**config.mk**
```make
export PLATFORM = sky130hd
export DESIGN_NAME = i2s_rx_sync
export DESIGN_NICKNAME = d
export VERILOG_FILES = /design/src/rtl/i2s_rx_sync_pkg.sv /design/src/rtl/i2s_rx_sync_edge.sv /design/src/rtl/i2s_rx_sync.sv
export SDC_FILE = /design/constraint.sdc
export NUM_CORES = 1
export LEC_CHECK = 0
export ABC_AREA = 0
export CORE_MARGIN = 4
export CORE_UTILIZATION = 30
export DETAILED_ROUTE_END_ITERATION = 12
export PLACE_DENSITY = 0.46
export REMOVE_ABC_BUFFERS = 1
export SETUP_SLACK_MARGIN = 0.4
export SYNTH_ARGS = -nofsm -noshare
export SYNTH_HDL_FRONTEND = slang
export SYNTH_SLANG_ARGS = --single-unit
```
**constraint.sdc**
```tcl
create_clock -name clk -period 2.4 [get_ports clk]
set_input_delay 0.48 -clock clk [delete_from_list [all_inputs] [get_ports clk]]
set_output_delay 0.48 -clock clk [all_outputs]
set_load 0.01 [all_outputs]
```
**src/rtl/i2s_rx_sync_pkg.sv**
```systemverilog
// Shared definitions for the I2S receive path.
//  - state_e : deserialiser FSM states
//  - CH_L/CH_R : channel encoding, which matches the lrclk level (0 = left, 1 = right)
//  - is_left_start : detects the lrclk 1->0 transition that opens a stereo frame
package i2s_rx_sync_pkg;

  typedef enum logic [1:0] {
    ST_IDLE  = 2'd0,
    ST_SHIFT = 2'd1,
    ST_WAIT  = 2'd2
  } state_e;

  localparam logic CH_L = 1'b0;
  localparam logic CH_R = 1'b1;

  function automatic logic is_left_start(input logic lr_prev, input logic lr_now);
    return lr_prev & ~lr_now;
  endfunction

endpackage

```
**src/rtl/i2s_rx_sync_edge.sv**
```systemverilog
// Synchroniser for one asynchronous input, with edge pulses derived from the
// synchronised level.
//  clk     in   system clock
//  rst_n   in   asynchronous active-low reset
//  async_i in   asynchronous input
//  level_o out  synchronised level (SYNC_STAGES flops after the pin)
//  rise_o  out  one-clk pulse: level_o is 1 and was 0 in the previous cycle
//  fall_o  out  one-clk pulse: level_o is 0 and was 1 in the previous cycle
module i2s_rx_sync_edge #(
  parameter int SYNC_STAGES = 2
) (
  input  logic clk,
  input  logic rst_n,
  input  logic async_i,
  output logic level_o,
  output logic rise_o,
  output logic fall_o
);

  logic [SYNC_STAGES-1:0] sync_q;
  logic                   prev_q;

  always_ff @(posedge clk or negedge rst_n) begin
    if (!rst_n) begin
      sync_q <= '0;
      prev_q <= 1'b0;
    end else begin
      sync_q <= {sync_q[SYNC_STAGES-2:0], async_i};
      prev_q <= sync_q[SYNC_STAGES-1];
    end
  end

  // Edges are combinational on the last stage so they add no latency beyond
  // the synchroniser itself.
  assign level_o = sync_q[SYNC_STAGES-1];
  assign rise_o  = sync_q[SYNC_STAGES-1] & ~prev_q;
  assign fall_o  = ~sync_q[SYNC_STAGES-1] & prev_q;

endmodule

```
**src/rtl/i2s_rx_sync.sv**
```systemverilog
// Single-clock I2S receiver. bclk, lrclk and sdata are oversampled in the clk
// domain; each stereo frame is deserialised MSB-first into BITSIZE-bit words.
//  clk        in   system clock (>= 8x bclk)
//  reset      in   asynchronous active-low reset
//  bclk       in   codec bit clock, sampled as data
//  lrclk      in   codec LR clock, 0 = left, 1 = right
//  sdata      in   codec serial data
//  left_chan  out  last complete left word (held between frames)
//  right_chan out  last complete right word (held between frames)
//  valid      out  one-clk pulse when left_chan/right_chan update together
//  frame_err  out  one-clk pulse when a word is cut short by an LR change
module i2s_rx_sync
  import i2s_rx_sync_pkg::*;
#(
  parameter int BITSIZE     = 16,
  parameter int SYNC_STAGES = 2
) (
  input  logic               clk,
  input  logic               reset,
  input  logic               bclk,
  input  logic               lrclk,
  input  logic               sdata,
  output logic [BITSIZE-1:0] left_chan,
  output logic [BITSIZE-1:0] right_chan,
  output logic               valid,
  output logic               frame_err
);

  localparam int            CW       = $clog2(BITSIZE);
  localparam logic [CW-1:0] CNT_LAST = CW'(BITSIZE - 1);

  // ---------------------------------------------------------------- inputs
  logic bre;
  logic lrclk_s;
  logic sdata_s;
  logic bclk_level_unused;
  logic bclk_fall_unused;
  logic lrclk_rise_unused;
  logic lrclk_fall_unused;
  logic sdata_rise_unused;
  logic sdata_fall_unused;

  // All three inputs share the same depth so lrclk/sdata are aligned with bre.
  i2s_rx_sync_edge #(.SYNC_STAGES(SYNC_STAGES)) u_sync_bclk (
    .clk     (clk),
    .rst_n   (reset),
    .async_i (bclk),
    .level_o (bclk_level_unused),
    .rise_o  (bre),
    .fall_o  (bclk_fall_unused)
  );

  i2s_rx_sync_edge #(.SYNC_STAGES(SYNC_STAGES)) u_sync_lrclk (
    .clk     (clk),
    .rst_n   (reset),
    .async_i (lrclk),
    .level_o (lrclk_s),
    .rise_o  (lrclk_rise_unused),
    .fall_o  (lrclk_fall_unused)
  );

  i2s_rx_sync_edge #(.SYNC_STAGES(SYNC_STAGES)) u_sync_sdata (
    .clk     (clk),
    .rst_n   (reset),
    .async_i (sdata),
    .level_o (sdata_s),
    .rise_o  (sdata_rise_unused),
    .fall_o  (sdata_fall_unused)
  );

  // ---------------------------------------------------------------- state
  state_e             state_q,  state_d;
  logic               ch_q,     ch_d;
  logic [CW-1:0]      cnt_q,    cnt_d;
  logic [BITSIZE-1:0] shreg_q,  shreg_d;
  logic [BITSIZE-1:0] hold_l_q, hold_l_d;
  logic [BITSIZE-1:0] hold_r_q, hold_r_d;
  logic               bad_q,    bad_d;
  logic               lr_prev_q, lr_prev_d;
  logic               pend_q,   pend_d;
  logic               err_q,    err_d;
  logic [BITSIZE-1:0] left_q,   left_d;
  logic [BITSIZE-1:0] right_q,  right_d;
  logic               valid_q,  valid_d;

  logic               lr_chg;
  logic [BITSIZE-1:0] word;

  assign lr_chg = (lrclk_s != lr_prev_q);
  // Word as it stands once the current sdata bit is shifted in.
  assign word   = {shreg_q[BITSIZE-2:0], sdata_s};

  always_comb begin
    state_d   = state_q;
    ch_d      = ch_q;
    cnt_d     = cnt_q;
    shreg_d   = shreg_q;
    hold_l_d  = hold_l_q;
    hold_r_d  = hold_r_q;
    bad_d     = bad_q;
    lr_prev_d = lr_prev_q;
    pend_d    = 1'b0;
    err_d     = 1'b0;

    if (bre) begin
      lr_prev_d = lrclk_s;
      unique case (state_q)
        ST_IDLE: begin
          // Only a left start can open the first pair after reset; any
          // right word seen before it is dropped.
          if (is_left_start(lr_prev_q, lrclk_s)) begin
            state_d = ST_SHIFT;
            ch_d    = CH_L;
            cnt_d   = '0;
            bad_d   = 1'b0;
          end
        end

        ST_SHIFT: begin
          if (lr_chg) begin
            // Word cut short. A cut left word spoils the right word that
            // follows; a cut right word ends its pair, and the new left
            // start begins a clean one.
            err_d   = 1'b1;
            ch_d    = lrclk_s;
            cnt_d   = '0;
            bad_d   = (lrclk_s == CH_R);
          end else if (cnt_q == CNT_LAST) begin
            state_d = ST_WAIT;
            if (ch_q == CH_L) begin
              hold_l_d = word;
            end else begin
              hold_r_d = word;
              pend_d   = ~bad_q;
            end
          end else begin
            shreg_d = word;
            cnt_d   = cnt_q + CW'(1);
          end
        end

        ST_WAIT: begin
          // Bits past BITSIZE in a wide slot are dropped here. The LR change
          // bre is the one-bit delay slot; the MSB follows on the next bre.
          if (lr_chg) begin
            state_d = ST_SHIFT;
            ch_d    = lrclk_s;
            cnt_d   = '0;
            if (lrclk_s == CH_L) begin
              bad_d = 1'b0;
            end
          end
        end

        default: state_d = ST_IDLE;
      endcase
    end
  end

  // The output copy runs one clk after hold_r is written so both words
  // change on the same edge as valid.
  always_comb begin
    left_d  = left_q;
    right_d = right_q;
    valid_d = pend_q;
    if (pend_q) begin
      left_d  = hold_l_q;
      right_d = hold_r_q;
    end
  end

  always_ff @(posedge clk or negedge reset) begin
    if (!reset) begin
      state_q   <= ST_IDLE;
      ch_q      <= CH_L;
      cnt_q     <= '0;
      shreg_q   <= '0;
      hold_l_q  <= '0;
      hold_r_q  <= '0;
      bad_q     <= 1'b0;
      lr_prev_q <= 1'b0;
      pend_q    <= 1'b0;
      err_q     <= 1'b0;
      left_q    <= '0;
      right_q   <= '0;
      valid_q   <= 1'b0;
    end else begin
      state_q   <= state_d;
      ch_q      <= ch_d;
      cnt_q     <= cnt_d;
      shreg_q   <= shreg_d;
      hold_l_q  <= hold_l_d;
      hold_r_q  <= hold_r_d;
      bad_q     <= bad_d;
      lr_prev_q <= lr_prev_d;
      pend_q    <= pend_d;
      err_q     <= err_d;
      left_q    <= left_d;
      right_q   <= right_d;
      valid_q   <= valid_d;
    end
  end

  assign left_chan  = left_q;
  assign right_chan = right_q;
  assign valid      = valid_q;
  assign frame_err  = err_q;

endmodule

```
### Yosys cells after proc, flatten, opt, wreduce, memory -nomap -nowiden

Index checks and enable logic that the tools add are counted.

| cells by class | value |
|---|---|
| bitwise logic cells | 8 |
| reductions and logical operators | 11 |
| $add $sub $neg | 1 |
| mux-type cells | 24 |
| equality and inequality tests | 12 |

Operators by type and width:

| operator | number |
|---|---|
| $reduce_and 5->1 | 4 |
| $mux 4 | 4 |
| $mux 1 | 12 |
| $ne 2x2->1 const B | 6 |
| $pmux 4 s3 | 1 |
| $mux 2 | 4 |
| $reduce_and 4->1 | 2 |
| $not 1->1 | 6 |
| $pmux 2 s3 | 1 |
| $reduce_and 6->1 | 1 |
| $add 4x1->4 const B | 1 |
| $eq 4x4->1 const B | 1 |
| $ne 3x3->1 const B | 1 |
| $pmux 1 s3 | 1 |
| $reduce_bool 3->1 | 1 |
| $and 1x1->1 | 2 |
| $eq 2x1->1 const B | 1 |
| $eq 2x2->1 const B | 1 |
| $logic_not 2->1 | 1 |
| $ne 2x1->1 const B | 1 |
| $pmux 1 s2 | 1 |
| $reduce_bool 2->1 | 1 |
| $reduce_or 2->1 | 1 |
| $ne 1x1->1 | 1 |

| storage, ports and cells | value |
|---|---|
| input port bits | 5 |
| flip-flop bits (word level) | 98 |
| output and inout bits | 34 |

### Logic depth before layout (Yosys ltp)

| logic depth | value |
|---|---|
| word-level depth | 6 |
| mapped depth | 7 |

### Modules after synthesis

A second synthesis with hierarchy kept.

| second synthesis, totals | value |
|---|---|
| cells, all modules | 254 |
| area, all modules | 3,950.0 um^2 |

Modules (own cells, without submodules):

| module | area each (um^2) | instances | cells an instance |
|---|---|---|---|
| i2s_rx_sync | 3,679.8 | 1 | 239 |
| i2s_rx_sync_edge | 90.1 | 3 | 5 |

### Worst setup path before layout

OpenSTA, ideal clock, no wires.

| path | value |
|---|---|
| kind | register to register |
| start point | register u_sync_lrclk.sync_q[1] |
| end point | register hold_l_q[10] |
| buffers on the path | 2 |
| required time | 2.275 ns |
| library setup time | 0.125 ns |
| setup slack | 0.436 ns |
| arrival time | 1.839 ns |
| cell stages (with the launch flop) | 8 |
| cell sequence | dfrtp_1 -> inv_1 -> ha_1 -> buf_2 -> nand2_1 -> nor4_4 -> buf_6 -> mux2_2 |

| on the way | value |
|---|---|
| word-level cells in the longest chain between the ends | 3 |

RTL lines:

| item | line | RTL |
|---|---|---|
| from (decl) | i2s_rx_sync_edge.sv:20 | `logic [SYNC_STAGES-1:0] sync_q;` |
| from (signal assigned) | i2s_rx_sync_edge.sv:28 | `sync_q <= {sync_q[SYNC_STAGES-2:0], async_i};` |
| $ne 1x1->1 | i2s_rx_sync.sv:89 | `assign lr_chg = (lrclk_s != lr_prev_q);` |
| $not 1->1 (no line) | n/a |  |
| $reduce_and 5->1 (no line) | n/a |  |
| to (signal assigned) | i2s_rx_sync.sv:192 | `hold_l_q <= hold_l_d;` |
| to (decl) | i2s_rx_sync.sv:76 | `logic [BITSIZE-1:0] hold_l_q, hold_l_d;` |

No other way between the ends.
A chain may end at the register's enable or synchronous reset.

### Worst setup path in the final report

| path | value |
|---|---|
| start point | register u_sync_lrclk.sync_q[1] |
| end point | register cnt_q[2] |

| on the way | value |
|---|---|
| word-level cells in the longest chain between the ends | 4 |
| elaborated cells between the ends (all ways) | 9 |

RTL lines:

| item | line | RTL |
|---|---|---|
| $not 1->1 | n/a |  |
| $and 1x1->1 | i2s_rx_sync_pkg.sv:17 | `return lr_prev & ~lr_now;` |
| $ne 2x2->1 (no line) | n/a |  |
| $reduce_and 5->1 (no line) | n/a |  |
| to (signal assigned) | i2s_rx_sync.sv:190 | `cnt_q <= cnt_d;` |
| to (decl) | i2s_rx_sync.sv:74 | `logic [CW-1:0] cnt_q, cnt_d;` |

Several ways; a longest one is shown, not always the timed one.

==> impl_summary.log <==
INFO  metric clk_pin_slew_worst_paths = 0.06 ns
INFO  metric wl_met3 = ~320 um
INFO  metric clock_tree.buffer_depth = 2
INFO  metric post_cts_hold_buffer_count = 0
INFO  metric status = complete, no violations
INFO  metric htree_num_levels = 3
INFO  metric tritoncts_clock_tree = built
INFO  metric fin_area = 4860 sq um
INFO  metric gpl.final_weighted_congestion = 0.803
INFO  metric static-leakage-power = approximately 2.3 nW
INFO  metric flow.area_growth_from_synthesis = 24.9%
INFO  metric switching_share = between 20% and 30%
INFO  metric cts.sink_count = 98
INFO  metric arrival = ~2.1 ns
INFO  metric critical_path.max_fanout = 10
INFO  metric power.share.combinational = 10.7%
INFO  metric grt_pass1_wl = 11600 um
INFO  metric detailed_place_hpwl = 4490 um
INFO  metric rsz0062_at_grt = no
INFO  metric r2r_start = u_sync_lrclk.sync_q[1]
INFO  metric timing.final.hold_violations = 0
INFO  metric drt_first_iter_violations = 72
INFO  metric power.clock.fraction = 39.7%
INFO  metric nets = 308
INFO  metric worst_pin_slew = 0.486 ns
INFO  metric power_frac_seq = 49.6%
INFO  metric core = 12700 sq um
INFO  metric met1_length = between 3000 and 4000 um
INFO  metric timing.setup.tns = 0 ns
INFO  metric worst_hold_path_type = in -> async
INFO  metric layout-drive-gt1-share = 38.4%
INFO  metric ioPinCount = 39
INFO  metric async_flop_share = 100%
INFO  metric ys_seq_elements = 98
INFO  metric synth_flop_cell = sky130_fd_sc_hd__dfrtp_1
INFO  metric clock.fmax = 519 MHz
INFO  metric num_antenna_cells = 0
INFO  metric timing.max_slew.rel_slack = 66.7%
INFO  metric timing.setup.critical_path_class = reg -> reg
INFO  metric synthDistinctLibCells = 47
INFO  metric effective_utilization_at_floorplan = between 30% and 40%
INFO  metric synthesis.yosys.warnings = 0
INFO  metric power_density = 767 nW/um^2
INFO  metric top_layer = met4
INFO  metric wirelength = 6970 um
INFO  metric die_area = 14900 sq um
INFO  metric placed_cell_area = 4480 sq um
INFO  metric reg2reg_depth = 5
INFO  metric critical_path_required = 2.62 ns
INFO  metric place.port_buffers = 38
INFO  metric clock-skew-final = between 0.008 and 0.009 ns
INFO  metric post_drt_wl_per_cell = 14.7 um
INFO  metric die_height = 122 um
INFO  metric critical_path_source_type = flop
INFO  metric internal_power = approximately 2.8 mW
INFO  metric timing.final.crit_share = 80.3%
INFO  metric register_area_share_after_synthesis = 63.0%
INFO  metric irDropWorstVdd = 0.000379 V
INFO  metric antenna_found_initial = 0
INFO  metric vias = 2152
INFO  metric drt-pass1-iter-count = 5
INFO  metric final_setup_vio_count = 0
INFO  metric cts-root-buf = sky130_fd_sc_hd__clkbuf_16
INFO  metric first_global_vias = 2246
INFO  metric cts_inserted_buffers = 9
INFO  metric grt_start_max_net_pins = 45
INFO  metric critical_path.endpoint_type = flop
INFO  metric wl_met2 = 3100 um
INFO  metric fin_crit = 1.93 ns
INFO  metric worst_setup_path_startpoint = u_sync_lrclk.sync_q[1]
INFO  metric final_max_slew_viol_count = 0
INFO  metric drc = 0
INFO  metric switching_power = 0.942 mW
INFO  metric grtUsageTotal = ~10%
INFO  metric synthCells = 249
INFO  metric synth.cell_area = 3890 sq um
INFO  metric detailed_route_vias_per_instance = 4.54
INFO  metric drv_cap = 0
INFO  metric global_route.overflow_total = 0
INFO  metric clk_latency = 0.34 ns
INFO  metric avg_inst_size_synth = 15.6 sq um
INFO  metric die_width = 122 um
INFO  metric ant_nets = 0
INFO  metric placement_rows = 41
INFO  metric synth_enable_flop_cells = 0
-- repair_timing --
item	4_1_cts	5_1_grt
endpoints found under the setup margin	27	31
pin swaps	1	0
setup buffers	2	0
gates resized for setup	2	5
-- metrics by stage --
step | worst slack (ns) | std cells | hold slack (ns) | power, mW | util, %
global route | 0.384 | 474 | 0.135 | 3.92 | 38.4
CTS | 0.433 | 474 | 0.115 | 3.78 | 38.2
global placement | 0.384 | 456 | 0.332 | 2.27 | 35.4
floorplan | 0.308 | 239 | 0.184 | 2.12 | -
finish | 0.472 | 474 | 0.103 | 3.73 | 38.4
detailed placement | 0.328 | 456 | 0.336 | 2.27 | 35.4
-- power by group through the flow --
stage	sequential, mW	combinational (mW)	clock (mW)
after global routing	1.87	0.455	1.60
after detailed placement	1.88	0.389	0
after global placement	1.88	0.383	0
after CTS	1.85	0.389	1.54
after floorplan	1.85	0.275	0
final	1.85	0.400	1.48
-- worst paths after layout --
| check | end | slack [ns] |
|---|---|---|
| min in group clk | u_sync_lrclk.sync_q[1] | 0.35 |
| min | right_chan[0] | 0.10 |
| min reg2reg | u_sync_lrclk.sync_q[1] | 0.35 |
| max reg2reg | cnt_q[2] | 0.47 |
| max in group asynchronous | right_chan[11] | 1.65 |
| max | cnt_q[2] | 0.47 |
-- layout make-up --
type                       count  area, sq um
sequential                    98         2450
multi-input combinational    134         1370
clock inverter                 5         60.1
clock buffer                  11          253
tap                          172          215
timing repair buffer          47          487
fill                        1228         7810
inverter                       7         26.3
-- kinds of logic after synthesis --
group	count (synthesis)	share of synthesized area [%]
multiplexers	80	23.1
AND/OR/NAND/NOR	29	5.78
flip-flops	98	63.0
buffers and inverters	17	2.44
AO/OA/AOI/OAI	19	3.76
adder cells (fa/ha/maj)	6	1.93
-- sequential cells by signal (all words and copies together) (netlist names), 2 cells and up --
| name | cells |
|---|---|
| cnt_q | 4 |
| u_sync_lrclk.sync_q | 2 |
| u_sync_sdata.sync_q | 2 |
| state_q | 2 |
| hold_l_q | 16 |
| shreg_q | 15 |
| u_sync_bclk.sync_q | 2 |
| hold_r_q | 16 |
| right_chan | 16 |
| left_chan | 16 |
-- cells in the mapped netlist, drive strengths merged (3+ instances only) --
library cell  instances  area share, %
buf                   8            1.3
dfrtp                98             63
ha                    6            1.9
inv                   7           0.67
mux2                 79             23
nand2                 3           0.29
nand3                 5           0.77
nand4                 3           0.87
nor4                  4            1.0
-- routing by layer --
layer / vias to the layer above / global-route usage [%]
li1: 1002 / -
met1: 1083 / 14.3
met2: 52 / 13.7
met3: 15 / 2.79
met4: 0 / 6.16
met5: - / 0
-- worst max-delay path: stages (launching register included) --
cell                      delay, ns
sky130_fd_sc_hd__dfrtp_1       0.42
sky130_fd_sc_hd__inv_1         0.15
sky130_fd_sc_hd__ha_4          0.25
sky130_fd_sc_hd__and2_1        0.23
sky130_fd_sc_hd__or3_1         0.36
sky130_fd_sc_hd__o32a_2        0.40
-- layout by cell type (no fill, tap or decap), drive strengths merged, types with 2 or more instances in the layout --
master / count
and2: 2
nor4: 4
mux2: 79
nand2: 3
clkinv: 2
o41ai: 2
nand3: 5
clkbuf: 11
nand2b: 2
a21oi: 2
o221ai: 2
nand4: 3
buf: 10
o21ai: 2
nor3: 2
ha: 6
dfrtp: 98
inv: 8
clkdlybuf4s50: 37
No activity file was read; power rests on OpenSTA's default activity.
